## src/rtl/sipo_word_assembler.sv

```systemverilog
// Serial-in, parallel-out word assembler with a single-entry holding register,
// valid/ready output handshake, frame-sync realignment and sticky overrun flag.
module sipo_word_assembler #(
  parameter int WIDTH          = 4,
  parameter int unsigned MSB_FIRST = 1,
  localparam int CW            = $clog2(WIDTH)
) (
  input  logic             clk,
  input  logic             rst,
  input  logic             sin,
  input  logic             sin_valid,
  input  logic             start,
  output logic [WIDTH-1:0] dout,
  output logic             dout_valid,
  input  logic             dout_ready,
  output logic             overrun,
  input  logic             clr_overrun,
  output logic [CW-1:0]    bit_cnt
);

  localparam logic [CW-1:0] LAST_CNT = CW'(WIDTH - 1);

  logic [WIDTH-1:0] sr_q, sr_d;
  logic [CW-1:0]    cnt_q, cnt_d;
  logic [WIDTH-1:0] dout_q, dout_d;
  logic             valid_q, valid_d;
  logic             ovr_q, ovr_d;

  logic [WIDTH-1:0] shifted;
  logic [WIDTH-1:0] fresh;
  logic             complete;
  logic             consume;
  logic             drop;

  // shifted: current bit appended to the partial word; fresh: first bit of a
  // word started by frame sync, with the discarded partial word zeroed out.
  generate
    if (MSB_FIRST != 0) begin : g_msb_first
      assign shifted = {sr_q[WIDTH-2:0], sin};
      assign fresh   = {{(WIDTH-1){1'b0}}, sin};
    end else begin : g_lsb_first
      assign shifted = {sin, sr_q[WIDTH-1:1]};
      assign fresh   = {sin, {(WIDTH-1){1'b0}}};
    end
  endgenerate

  always_comb begin
    sr_d     = sr_q;
    cnt_d    = cnt_q;
    complete = 1'b0;
    if (start) begin
      sr_d  = sin_valid ? fresh : '0;
      cnt_d = sin_valid ? CW'(1) : '0;
    end else if (sin_valid) begin
      sr_d = shifted;
      if (cnt_q == LAST_CNT) begin
        complete = 1'b1;
        cnt_d    = '0;
      end else begin
        cnt_d = cnt_q + CW'(1);
      end
    end
  end

  // A completed word is dropped only when the held word is neither empty nor
  // leaving on this same edge.
  assign consume = valid_q & dout_ready;
  assign drop    = complete & valid_q & ~dout_ready;

  always_comb begin
    dout_d  = dout_q;
    valid_d = valid_q;
    ovr_d   = ovr_q;
    if (complete && !drop) begin
      dout_d  = shifted;
      valid_d = 1'b1;
    end else if (consume) begin
      valid_d = 1'b0;
    end
    if (drop) begin
      ovr_d = 1'b1;
    end else if (clr_overrun) begin
      ovr_d = 1'b0;
    end
  end

  always_ff @(posedge clk or posedge rst) begin
    if (rst) begin
      sr_q    <= '0;
      cnt_q   <= '0;
      dout_q  <= '0;
      valid_q <= 1'b0;
      ovr_q   <= 1'b0;
    end else begin
      sr_q    <= sr_d;
      cnt_q   <= cnt_d;
      dout_q  <= dout_d;
      valid_q <= valid_d;
      ovr_q   <= ovr_d;
    end
  end

  assign dout       = dout_q;
  assign dout_valid = valid_q;
  assign overrun    = ovr_q;
  assign bit_cnt    = cnt_q;

endmodule

```

## config.mk

```make
export PLATFORM = sky130hd
export DESIGN_NAME = sipo_word_assembler
export DESIGN_NICKNAME = d
export VERILOG_FILES = /design/src/rtl/sipo_word_assembler.sv
export SDC_FILE = /design/constraint.sdc
export NUM_CORES = 1
export LEC_CHECK = 0
export CORE_UTILIZATION = 30
export DETAILED_ROUTE_END_ITERATION = 7
export SYNTH_ARGS = -nofsm -noshare
export SYNTH_HDL_FRONTEND = slang
export SYNTH_SLANG_ARGS = --single-unit
export TNS_END_PERCENT = 100
```

## constraint.sdc

```tcl
create_clock -name clk -period 1.6 [get_ports clk]
set_input_delay 0.4 -clock clk [delete_from_list [all_inputs] [get_ports clk]]
set_output_delay 0.4 -clock clk [all_outputs]
set_load 0.05 [all_outputs]
```

==> results_dict.tcl, run 1 <==
set metrics [dict create \
    grt_setup_unrepaired "false" \
    layout_min_cycle_time_ps 1400 \
    die_area_um2 1810 \
    cp_max_fo 4 \
    status "completed" \
    start_util 0.323 \
    cts_tree "done" \
    place.detailed.hpwl_um 659 \
    synth_edf_count 0 \
    synth_nets 45 \
    finalCritPeriodShare 0.873 \
    syn_area_per_cell_um2 13.3 \
    drt_iter0_markers 1 \
    hold_viol 0 \
    slew_headroom 0.724 \
    crit_path_cell_trace "clkdlybuf4s50_1, nand3b_4, nor2b_4, mux2_4" \
    ys_types 13 \
    hold_class "input port to asynchronous set/reset pin" \
    grt_max_degree 12 \
    ir_drop_mv 0.474 \
    cap_violations 0 \
    core_um2 1520 \
    syn-cell-area_um2 493 \
    cts_setup_buffers 0 \
    powerDensity_nw_per_um2 1040 \
    clock-sinks 11 \
    p_total_uw 810 \
    synth-main-ff-cell "dfrtp_1" \
    place_ws_ps -76.0 \
    clock_tree.root_cell "clkbuf_4" \
    yosys.area.top_type "dfrtp_1" \
    synth_top_area_share 0.558 \
    cts_resized 0 \
    drive_above_1_share 0.397 \
    wl_met2_um 398 \
    final_cells 74 \
    tightest_slew_ps 413 \
    worstPathRequired_ps 1750 \
    ys_ff_latch 11 \
    synth.most_common_cell "dfrtp_1" \
    insertion_delay_ps 260 \
    skew_ps 4.45 \
    drt_wl_total_um 837 \
    critPathArrivalTime_ps 1540 \
    worstSetupStartpointType "input port" \
    setup_viol 0 \
    cts_buffers 3 \
    avgViaCountPerCell 4.39 \
    grt_pass1_vias 343 \
    route.detailed.drc 0 \
    routabilityCongestion 0.694 \
    routed.top_layer "met4" \
    die_w_um 42.5 \
    dr.pass1.iters 2 \
    dieHeight_um 42.5 \
    final_max_slew_viol_count 0 \
    ys_async_sr_fraction 1.00 \
    io_buffers 14 \
    vias 325 \
    max_stage_delay_ps 530 \
    clk_pin_slew_ps 70 \
    synth_area_leaders "dfrtp_1, mux2_4, mux2i_1" \
    grt_pass1_wl_mm 1.52 \
    critPathCaptureType "register" \
    wl_per_cell_um 11.3 \
    gr-total-overflow 0 \
    slowest_stage "clkdlybuf4s50_1" \
    fmax_mhz 716 \
    io_pins 15 \
    grt_usage 0.121 \
    met3WireLength_um 45 \
    hold_buffers 0 \
    final_antenna_net_count 0 \
    antenna_found_initial 0 \
    synth_common_cells "dfrtp_1, mux2_4, nor2_1" \
    h-tree-depth 1 \
    dpl.cell_count 70 \
    syn2layout_area_growth_pct 58.4 \
    ys_seq_area_frac 0.558 \
    clock_path_buffers 2 \
    worstSetupPathType "input port to register" \
    synthCells 37 \
    p_leak_nw 0.384 \
    layout_setup_ws_ps 203 \
    fin_hold_ws_ps 425 \
    num_rows 14 \
    fin_nets 67 \
    yosys_warnings 0 \
    diodes 0 \
    routedLengthMet1_um 379 \
]
==> per-stage QoR <==
step	TNS (ps)	cell area (µm²)	utilization
floorplan	0	495	-
global placement	-227	754	0.495
detailed placement	-295	754	0.495
CTS	0	781	0.512
global route	0	781	0.512
finish	0	781	0.512
==> metal layers <==
metal | vias up | GRT usage
li1 | 165 | -
met1 | 149 | 0.137
met2 | 9 | 0.185
met3 | 2 | 0.0388
met4 | 0 | 0.0938
met5 | - | 0
==> worst max-delay path, delay by kind of cell <==
kind	cells	cell delay, ps
simple gates	2	290
mux	1	320
buf+inv	1	530
==> logic make-up after synthesis <==
logic type | synth area share
simple gates | 0.152
flops | 0.558
mux | 0.183
compound gates | 0.0431
buf+inv | 0.0381
fa+ha+maj | 0.0254
==> registers in the layout, summed over array words and instances (netlist names) <==
register / flops
bit_cnt: 2
dout: 4
dout_valid: 1
overrun: 1
sr_q: 3
==> final timing paths <==
kind | slack [ps] | from | endpoint | cells past startpoint
max | 200 | sin_valid | dout[1] | 4
min | 430 | rst | dout[0] | 2
max reg2reg | 230 | bit_cnt[0] | dout[1] | 4
min reg2reg | 520 | sr_q[2] | dout[3] | 1
max in group asynchronous | 860 | rst | bit_cnt[1] | 2
min in group clk | 520 | sr_q[2] | dout[3] | 1
==> area by class of cell <==
type / count / area [µm²]
fill: 132 / 743
sequential: 11 / 278
timing repair buffer: 18 / 250
multi-input combinational: 23 / 199
clock buffer: 4 / 26.3
tap: 16 / 20.0
inverter: 2 / 7.51
==> report_power, final <==
group	switching [mW]	total [mW]	internal, mW
clock network	0.0888	0.185	0.0963
logic	0.131	0.283	0.152
registers	0.0330	0.341	0.308
==> cells in the final DEF, fill, tap and decap left out <==
| cell type | count |
|---|---|
| dfrtp_1 | 9 |
| buf_12 | 8 |
| clkdlybuf4s50_1 | 6 |
| mux2_4 | 4 |
| nor2_1 | 4 |
| buf_4 | 4 |
| nand2b_1 | 3 |
| mux2i_1 | 3 |
| o21ai_0 | 3 |
| clkbuf_4 | 3 |
| nand2_1 | 2 |
| inv_1 | 2 |
| dfrtp_2 | 2 |
| nand3b_4 | 1 |
| nor2b_4 | 1 |
| o22ai_1 | 1 |
| ha_1 | 1 |
| clkbuf_1 | 1 |
No activity file was read; power rests on OpenSTA's default activity.
==> run 2: changes to the inputs <==
Settings changed: CORE_MARGIN from default to 5, HOLD_SLACK_MARGIN from default to 0.06, SKIP_CTS_REPAIR_TIMING from default to 1.
==> run 2 against run 1 <==
Effect of this change: worst setup slack improved by 13 ps; global-route usage decreased by 4.1 points; critical endpoint is now dout[3]; sequential power about the same; clock-buffer cell count unchanged.
==> results_dict.tcl, run 2 (synthesis gave the netlist of run 1 again) <==
set metrics [dict create \
    seq_area_um2 278 \
    cts_tree "done" \
    clk_pin_slew_ps 80 \
    max_stage_delay_ps 520 \
    tightest_slew_ps 431 \
    syn2layout_area_growth_pct 58.4 \
    clock_tree.root_cell "clkbuf_4" \
    cap_violations 0 \
    grt_pass1_wl_mm 1.55 \
    fillers 148 \
    setup_viol 0 \
    r2r_start "bit_cnt[0]" \
    layout_min_cycle_time_ps 1380 \
    dr.pass1.iters 1 \
    final_cells 74 \
    grt_usage 0.0801 \
    route.detailed.drc 0 \
    wl_per_cell_um 12.5 \
    start_util 0.323 \
    worst-path-buf-inv 1 \
    drt_wl_total_um 922 \
    die_w_um 50.5 \
    cts_buffers 3 \
    grt_max_degree 12 \
    dpl.cell_count 70 \
    hold_class "input port to asynchronous set/reset pin" \
    fin_util 0.512 \
    cp_max_fo 4 \
    hold_viol 0 \
    p_total_uw 814 \
    die_area_um2 2550 \
    powerDensity_nw_per_um2 1040 \
    fin_nets 67 \
    cp_top_family "buffers and inverters" \
    critPathArrivalTime_ps 1530 \
    status "completed" \
    clock_path_buffers 2 \
    r2r_end "dout[3]" \
    slowest_stage "clkdlybuf4s50_1" \
    p_leak_nw 0.384 \
    routabilityCongestion 0.681 \
    gr-total-overflow 0 \
    worstPathRequired_ps 1750 \
    avgViaCountPerCell 4.62 \
    dieHeight_um 50.5 \
    drive_above_1_share 0.397 \
    io_buffers 14 \
    largest_reg_flops 4 \
    worstRegToRegCells 4 \
    fmax_mhz 723 \
    skew_ps 8.05 \
    slew_headroom 0.712 \
    h-tree-depth 1 \
    layout_commonest_cell "dfrtp_1" \
    antenna_found_initial 0 \
    ff2ff_setup_slack_ps 230 \
    final_antenna_net_count 0 \
    final_max_slew_viol_count 0 \
    worstSetupPathType "input port to register" \
    io_pins 15 \
    vias 342 \
    place.detailed.hpwl_um 725 \
    multi_input_area_um2 199 \
    crit_path_cell_trace "clkdlybuf4s50_1, nand3b_4, nor2b_4, mux2_4" \
    worstSetupStartpointType "input port" \
    grt_setup_unrepaired "false" \
    grt_pass1_vias 339 \
    drt_iter0_markers 0 \
    worstSetupStartpoint "sin_valid" \
    num_rows 14 \
    finalCritPeriodShare 0.865 \
    critPathCaptureType "register" \
    ir_drop_mv 0.582 \
    clock-sinks 11 \
    diodes 0 \
    insertion_delay_ps 270 \
    core_um2 1520 \
    layout_common_cells "dfrtp_1, buf_12, clkdlybuf4s50_1" \
]
## run 2: worst max path at each step
stage,end,slack [ps],cells past startpoint
3_5_place_dp,dout[2],-60,4
6_report,dout[3],220,4
2_1_floorplan,dout[0],110,4
5_1_grt,dout[2],170,4
3_3_place_gp,dout[3],-60,4
4_1_cts,dout[3],220,4
## run 2: per-stage QoR
stage	hold slack (ps)	TNS, ps	worst slack (ps)	instance area [µm²]
final	420	0	216	781
after floorplan	252	0	115	495
after CTS	437	0	217	781
after global placement	509	-220	-62.3	754
after global routing	471	0	167	781
after detailed placement	494	-242	-62.1	754
## run 2: report_power, final
part           switching (mW)  leakage (nW)  internal [mW]
registers              0.0336         0.144          0.308
clock network          0.0939        0.0150         0.0963
logic                   0.131         0.225          0.151
total                   0.259         0.384          0.556
## run 2: per-layer routing
| layer | routed length [µm] | vias to the layer above | part of all wire | track usage |
|---|---|---|---|---|
| met5 | 0 | - | 0 | 0 |
| met2 | 446 | 11 | 0.48 | 0.128 |
| met4 | 10 | 0 | 0.011 | 0.0511 |
| li1 | - | 166 | - | - |
| met1 | 384 | 163 | 0.42 | 0.0921 |
| met3 | 81 | 2 | 0.088 | 0.0237 |
## run 2: layout make-up
type	instances	share of cell area
multi-input cells	23	0.255
flip-flops and latches	11	0.356
well taps	16	0.0256
repair buffers	18	0.321
inverters	2	0.00962
clock buffers	4	0.0337
